--- src/rtl/chi_tx_lcrd_ctrl.sv ---
// CHI TX L-credit controller: tracks link-layer credits, gates data flits, returns credits on deactivation.
// Latency: zero-cycle flit send (req_ready/flitv combinational); crd_cnt, deact_done, err registered.
// Backpressure: req_ready drops when no credit is held or link is not Run; optional sent_cnt via CHI_LCRD_STATS_EN.
module chi_tx_lcrd_ctrl #(
    parameter int unsigned MAX_CRD = 15
) (
    input  logic       ACLK,
    input  logic       ARESETn,
    input  logic [2:0] tx_state,
    input  logic       lcrdv,
    input  logic       req_valid,
    output logic       req_ready,
    output logic       flitv,
    output logic       flit_is_ret,
    output logic [3:0] crd_cnt,
    output logic       deact_done,
    output logic       err
`ifdef CHI_LCRD_STATS_EN
    ,
    output logic [15:0] sent_cnt
`endif
);

    localparam logic [2:0] TX_RUN   = 3'd4;
    localparam logic [2:0] TX_DEACT = 3'd5;
    localparam logic [3:0] MAX_CNT  = 4'(MAX_CRD);

    typedef enum logic [1:0] {
        ST_IDLE   = 2'd0,
        ST_RUN    = 2'd1,
        ST_RETURN = 2'd2,
        ST_DONE   = 2'd3
    } state_t;

    state_t     state_q, state_d;
    logic [3:0] crd_cnt_q, crd_cnt_d;
    logic       err_q, err_d;
    logic       deact_done_q, deact_done_d;

    logic tx_run, tx_deact, has_crd;
    logic data_send, ret_send, flit_send, crd_inc;

    // Flit issue: data flits pass straight through when a credit is held; return flits drain credits.
    // Everything is masked while reset is asserted so no flit escapes an abandoned return.
    always_comb begin
        tx_run    = (tx_state == TX_RUN);
        tx_deact  = (tx_state == TX_DEACT);
        has_crd   = (crd_cnt_q != 4'd0);
        req_ready = ARESETn && (state_q == ST_RUN) && tx_run && has_crd;
        data_send = req_ready && req_valid;
        ret_send  = ARESETn && (state_q == ST_RETURN) && has_crd;
        flit_send = data_send || ret_send;
        crd_inc   = lcrdv && (tx_run || tx_deact);
    end

    assign flitv       = flit_send;
    assign flit_is_ret = ret_send;

    // Next-state logic for the credit-controller FSM.
    always_comb begin
        state_d = state_q;
        unique case (state_q)
            ST_IDLE: begin
                if (tx_run)        state_d = ST_RUN;
                else if (tx_deact) state_d = ST_RETURN;
            end
            ST_RUN: begin
                if (tx_deact)    state_d = ST_RETURN;
                else if (!tx_run) state_d = ST_IDLE;
            end
            ST_RETURN: begin
                if (!tx_deact)                        state_d = ST_IDLE;
                else if (!has_crd && !lcrdv)          state_d = ST_DONE;
            end
            ST_DONE: begin
                if (!tx_deact)  state_d = ST_IDLE;
                else if (lcrdv) state_d = ST_RETURN;
            end
            default: state_d = ST_IDLE;
        endcase
    end

    // Credit counter and sticky error: grant and send in the same cycle cancel out;
    // grants outside Run/Deact or beyond MAX_CRD are dropped and flagged.
    always_comb begin
        crd_cnt_d = crd_cnt_q;
        err_d     = err_q;
        if (lcrdv && !(tx_run || tx_deact)) begin
            err_d = 1'b1;
        end
        if (crd_inc && !flit_send) begin
            if (crd_cnt_q >= MAX_CNT) begin
                err_d = 1'b1;
            end else begin
                crd_cnt_d = crd_cnt_q + 4'd1;
            end
        end else if (!crd_inc && flit_send) begin
            crd_cnt_d = crd_cnt_q - 4'd1;
        end
        // Falling back to IDLE means the link dropped; held credits are void.
        if ((state_q != ST_IDLE) && (state_d == ST_IDLE)) begin
            crd_cnt_d = 4'd0;
        end
        deact_done_d = (state_d == ST_DONE);
    end

    // State, counter and status registers with synchronous active-low reset.
    always_ff @(posedge ACLK) begin
        if (!ARESETn) begin
            state_q      <= ST_IDLE;
            crd_cnt_q    <= 4'd0;
            err_q        <= 1'b0;
            deact_done_q <= 1'b0;
        end else begin
            state_q      <= state_d;
            crd_cnt_q    <= crd_cnt_d;
            err_q        <= err_d;
            deact_done_q <= deact_done_d;
        end
    end

    assign crd_cnt    = crd_cnt_q;
    assign err        = err_q;
    assign deact_done = deact_done_q;

`ifdef CHI_LCRD_STATS_EN
    logic [15:0] sent_cnt_q, sent_cnt_d;

    // Saturating count of data flits; credit-return flits are not counted.
    always_comb begin
        sent_cnt_d = sent_cnt_q;
        if (data_send && (sent_cnt_q != 16'hFFFF)) begin
            sent_cnt_d = sent_cnt_q + 16'd1;
        end
    end

    // Statistics register.
    always_ff @(posedge ACLK) begin
        if (!ARESETn) begin
            sent_cnt_q <= 16'd0;
        end else begin
            sent_cnt_q <= sent_cnt_d;
        end
    end

    assign sent_cnt = sent_cnt_q;
`endif

endmodule
--- config.mk ---
export PLATFORM = sky130hd
export DESIGN_NAME = chi_tx_lcrd_ctrl
export DESIGN_NICKNAME = d
export VERILOG_FILES = /design/src/rtl/chi_tx_lcrd_ctrl.sv
export SDC_FILE = /design/constraint.sdc
export NUM_CORES = 1
export LEC_CHECK = 0
export BUFFER_PORTS_ARGS = -buffer_cell sky130_fd_sc_hd__buf_2
export CAP_MARGIN = 20
export CORE_MARGIN = 1
export CORE_UTILIZATION = 40
export DETAILED_ROUTE_END_ITERATION = 10
export HOLD_SLACK_MARGIN = 0.12
export PLACE_DENSITY_LB_ADDON = 0.2
export SYNTH_ARGS = -nofsm -noshare
export SYNTH_HDL_FRONTEND = slang
export SYNTH_SLANG_ARGS = --single-unit
--- constraint.sdc ---
create_clock -name ACLK -period 2.55 [get_ports ACLK]
set_input_delay 0.3825 -clock ACLK [delete_from_list [all_inputs] [get_ports ACLK]]
set_output_delay 0.3825 -clock ACLK [all_outputs]
set_load 0.005 [all_outputs]
# Word-level counts from Yosys, hierarchy flattened

Cells that the tools add are included.

Add/sub/neg operators: 2
$mul: 0
Divide/modulo/power cells: 0
Order comparisons: 1
Equality and inequality tests: 7
Shift-type cells: 0
Multiplexer cells: 15
Bitwise logic cells: 1
Reductions and logical operators: 26

Operator list:

| operator              | number |
|---|---|
| $mux W2               | 8 |
| $logic_and A1 B1 Y1   | 12 |
| $mux W4               | 3 |
| $pmux W2 S4           | 1 |
| $eq A2 B2 Y1 const B  | 3 |
| $eq A3 B3 Y1 const B  | 2 |
| $logic_not A1 Y1      | 5 |
| $add A4 B1 Y4 const B | 1 |
| $ge A4 B4 Y1 const B  | 1 |
| $logic_not A2 Y1      | 2 |
| $reduce_bool A2 Y1    | 2 |
| $reduce_bool A4 Y1    | 1 |
| $sub A4 B1 Y4 const B | 1 |
| $mux W1               | 3 |
| $eq A2 B1 Y1 const B  | 1 |
| $logic_or A1 B1 Y1    | 2 |
| $ne A2 B2 Y1 const B  | 1 |
| $reduce_and A2 Y1     | 1 |
| $reduce_or A2 Y1      | 1 |
| $not A1 Y1            | 1 |

Bits in registers: 8
Bits in latches: 0
Bits in writable memories: 0
ROM bits: 0
Input bits: 7
Word-level logic and storage cells: 56
Memories: 0

# Longest topological paths before layout

Depth in word-level cells: 10
Gate-level depth with buffers: 9
Depth with buffers taken out: 9

# Worst setup path before layout

OpenSTA, ideal clock, no wires.

Path kind: flip-flop to flip-flop
Start: register crd_cnt_q[0] (netlist: crd_cnt[0])
End: register crd_cnt_q[3] (netlist: crd_cnt[3])
Library setup time: 0.116 ns
Data arrival time: 2.201 ns
Required time: 2.434 ns
Slack: 0.233 ns
Stages on the path, launching flop included: 9
Buffers on the path: 0
Cell sequence: dfxtp_1 -> nor4_4 -> o21ai_0 -> ha_1 -> a21o_1 -> a21o_1 -> nor4_1 -> o21ai_0 -> and3b_1

Longest elaborated chain between the ends: 9

Ends and longest elaborated chain:

| what                       | RTL line | source |
|---|---|---|
| from (decl)                | 36       | `logic [3:0] crd_cnt_q, crd_cnt_d;` |
| from (signal assigned)     | 116      | `crd_cnt_q <= crd_cnt_d;` |
| $reduce_bool A4 Y1         | 48       | `has_crd = (crd_cnt_q != 4'd0);` |
| $logic_not A1 Y1           | 73       | `else if (!has_crd && !lcrdv) state_d = ST_DONE;` |
| $logic_and A1 B1 Y1        | 73       |  |
| $mux W2                    | 73       |  |
| $mux W2                    | 72       | `if (!tx_deact) state_d = ST_IDLE;` |
| $pmux W2 S4                | 62       | `unique case (state_q)` |
| $logic_not A2 Y1           | 101      | `if ((state_q != ST_IDLE) && (state_d == ST_IDLE)) begin` |
| $logic_and A1 B1 Y1        | 101      |  |
| $reduce_or A2 Y1 (no line) | -        |  |

Several ways; a longest one is shown, not always the timed one. The select of a mux whose other input is x is not followed.
A chain may end at the register's enable or synchronous reset.

# Worst setup path in the final report

Start: register state_q[1]
End: register crd_cnt_q[3] (netlist: crd_cnt[3])

Longest elaborated chain between the ends: 10

Ends and longest elaborated chain:

| what                                                         | RTL line | source |
|---|---|---|
| from (decl)                                                  | 35       | `state_t state_q, state_d;` |
| from (signal assigned)                                       | 115      | `state_q <= state_d;` |
| $eq A2 B1 Y1                                                 | 49, 62   |  |
| $logic_and A1 B1 Y1 (3 in a row)                             | 49       | `req_ready = ARESETn && (state_q == ST_RUN) && tx_run && has_crd;` |
| $logic_and A1 B1 Y1                                          | 50       | `data_send = req_ready && req_valid;` |
| $logic_or A1 B1 Y1                                           | 52       | `flit_send = data_send \|\| ret_send;` |
| $logic_not A1 Y1                                             | 91       | `if (crd_inc && !flit_send) begin` |
| $logic_and A1 B1 Y1                                          | 91       |  |
| $ne A2 B2 Y1 (no line) or $reduce_bool A2 Y1 (tied branches) | -        |  |
| $reduce_and A2 Y1 (no line)                                  | -        |  |

Several ways; a longest one is shown, not always the timed one.

==> results_dict.tcl <==
set metrics [dict create \
    fin_cells 95 \
    dp_hpwl_um 917.7 \
    core_area_um2 1171 \
    clockBufferDepth 2 \
    die_height_um 38.51 \
    worstPathCellList "and4bb_1, a21boi_4, o21ai_1, ha_1, a21o_1, a21o_1, nor4_1, o21ai_0, and3b_1" \
    cts_tree "yes" \
    avgViaCountPerCell 5.368 \
    rsz0062_at_grt "false" \
    clk_latency_ns 0.25 \
    dr.first_iter.drc_count 16 \
    drt_pre_antenna_iters 3 \
    critPathMostFrequentCell "a21o_1" \
    power.leakage_nw 0.3626 \
    post-place-cells 92 \
    final-setup-viol-count 0 \
    avgRoutedWirePerCell_um 11.92 \
    fp.dieW_um 38.51 \
    num_rows 12 \
    pin_count 16 \
    status "finished clean" \
    post-place-ws_ns 0.03235 \
    cts_made_buffers 3 \
    synth.avg_cell_area_um2 9.190 \
    synthCells 58 \
    fill_cells 117 \
    hold_viol 0 \
    clk_pin_slew_ns 0.06 \
    antenna_found_initial 0 \
    critPathMaxStageDelay_ns 0.35 \
    path_buf_inv 0 \
    crit_family "compound AO/OA/AOI/OAI gates" \
    port_buffers 15 \
    n_antenna_cell 0 \
    critPathKind "reg2reg" \
    drc 0 \
    num-nets-final 93 \
    post-route-min-period_ns 2.252 \
    required_ns 2.70 \
    syn_nets 68 \
    clock-root-buffer "clkbuf_4" \
    cts.sinks 8 \
    grt_pass1_wl_um 1883 \
    max_freq_mhz 444.1 \
    total_power_uw 305.4 \
    drtAntennaViolNets 0 \
    ys_types 31 \
    synth_area_um2 533.0 \
    post_cts_buffers 0 \
    gr-total-overflow 0 \
    grt_start_max_net_pins 9 \
    drt_wl_total_um 1132 \
    area_growth_pct 28.64 \
    dieArea_um2 1483 \
    fin_crit_sh 0.8831 \
    skew_ns 0.004411 \
    slew_viol_final 0 \
    cts_hold_buf 0 \
    yosysSeqAreaShare 0.3005 \
    synth-seq-cells 8 \
    cts_htree_levels 1 \
    first_global_vias 448 \
    cts_resized 0 \
    tightest_slew_ns 0.3188 \
    max_slew_margin 0.7872 \
    peakVddDrop_mv 0.2274 \
    synth_warnings 0 \
    gr-usage-all-layers 0.1863 \
    final_layout_size_suffix_gt1_frac 0.3333 \
    powerDensity_nw_per_um2 445.4 \
    vias 510 \
    endpoint_kind "register" \
    initial_core_util 0.4551 \
    fin_ws_ns 0.2981 \
    finalCoreUtilization 0.5855 \
    fin_tns_setup_ns 0 \
    layout_commonest_cell "buf_2" \
    cp-start-kind "register" \
    worstPathArrival_ns 2.40 \
    critical_path_peak_fanout 6 \
    max-cap-violations 0 \
    hold_class "in2reg" \
    mostFrequentLayoutCells "buf_2 (15), nor2_1 (8), dfxtp_1 (8), buf_4 (5), nand2_1 (4)" \
    cpMaxStageDelayCell "dfxtp_1" \
    gp_congestion 0.8051 \
]
## power breakdown
part	internal (mW)	switching [mW]
Sequential	0.131	0.00871
Clock	0.0540	0.0455
Combinational	0.0344	0.0319
Total	0.219	0.0861
## cell type report
cell class | count | area, um2 | area share
clock buffer | 3 | 22.52 | 0.03285
multi-input combinational | 48 | 365.4 | 0.5328
inverter | 2 | 7.507 | 0.01095
sequential | 8 | 160.2 | 0.2336
tap | 14 | 17.52 | 0.02555
timing repair buffer | 20 | 112.6 | 0.1642
## layer usage
layer / vias to the layer above / global-route usage / part of all wire
met1: 226 / 0.2676 / 0.49
met4: 0 / 0.1034 / 0.016
met3: 4 / 0.03488 / 0.030
met2: 12 / 0.2542 / 0.46
li1: 268 / - / -
met5: - / 0 / 0
## synthesized netlist by cell type, drive strengths merged
library cell	instances	share of area
dfxtp	8	0.30
o21ba	1	0.019
o2111a	1	0.021
and3b	2	0.033
nand3b	1	0.014
nor4b	1	0.016
a21oi	1	0.0094
and3	1	0.012
o211a	2	0.038
o21ai	4	0.038
and4bb	1	0.023
nor4bb	1	0.019
or3	2	0.023
a21boi	1	0.035
and2	1	0.012
fa	1	0.038
nand2	4	0.028
nor4	2	0.052
nor3	2	0.028
nor2	8	0.056
mux2i	1	0.019
xor2	1	0.016
inv	2	0.014
nand4	1	0.012
nand2b	1	0.012
nand3	1	0.0094
ha	2	0.047
a21o	2	0.028
o21a	2	0.028
## through the flow
| stage | instance area [um2] | hold slack (ns) |
|---|---|---|
| 2_1_floorplan | 533.0 | 0.4491 |
| 3_3_place_gp | 663.1 | 0.4462 |
| 3_5_place_dp | 663.1 | 0.4511 |
| 4_1_cts | 685.7 | 0.3548 |
| 5_1_grt | 685.7 | 0.3820 |
| 6_report | 685.7 | 0.3624 |
## cell families after synthesis
logic type / after synthesis / share of synthesized area
AO/OA/AOI/OAI: 14 / 0.2159
XOR/XNOR: 1 / 0.01643
adder cells (fa/ha/maj): 3 / 0.08450
buffers and inverters: 2 / 0.01409
flip-flops: 8 / 0.3005
multiplexers: 1 / 0.01878
AND/OR/NAND/NOR: 29 / 0.3498
## registers in the layout (all words and copies together) (netlist names)
signal / flops
crd_cnt: 4
deact_done: 1
err: 1
state_q: 2
## final timing paths
check	startpoint	end	slack, ns	cells after the start
setup / recovery	state_q[1]$_SDFF_PN0_	crd_cnt[3]$_SDFFE_PP0P_	0.30	9
hold / removal	lcrdv	deact_done$_SDFF_PN0_	0.36	2
setup reg to reg	state_q[1]$_SDFF_PN0_	crd_cnt[3]$_SDFFE_PP0P_	0.30	9
hold reg to reg	err$_SDFF_PN0_	err$_SDFF_PN0_	0.47	2
Note: power is estimated with default switching activity, not from simulation.
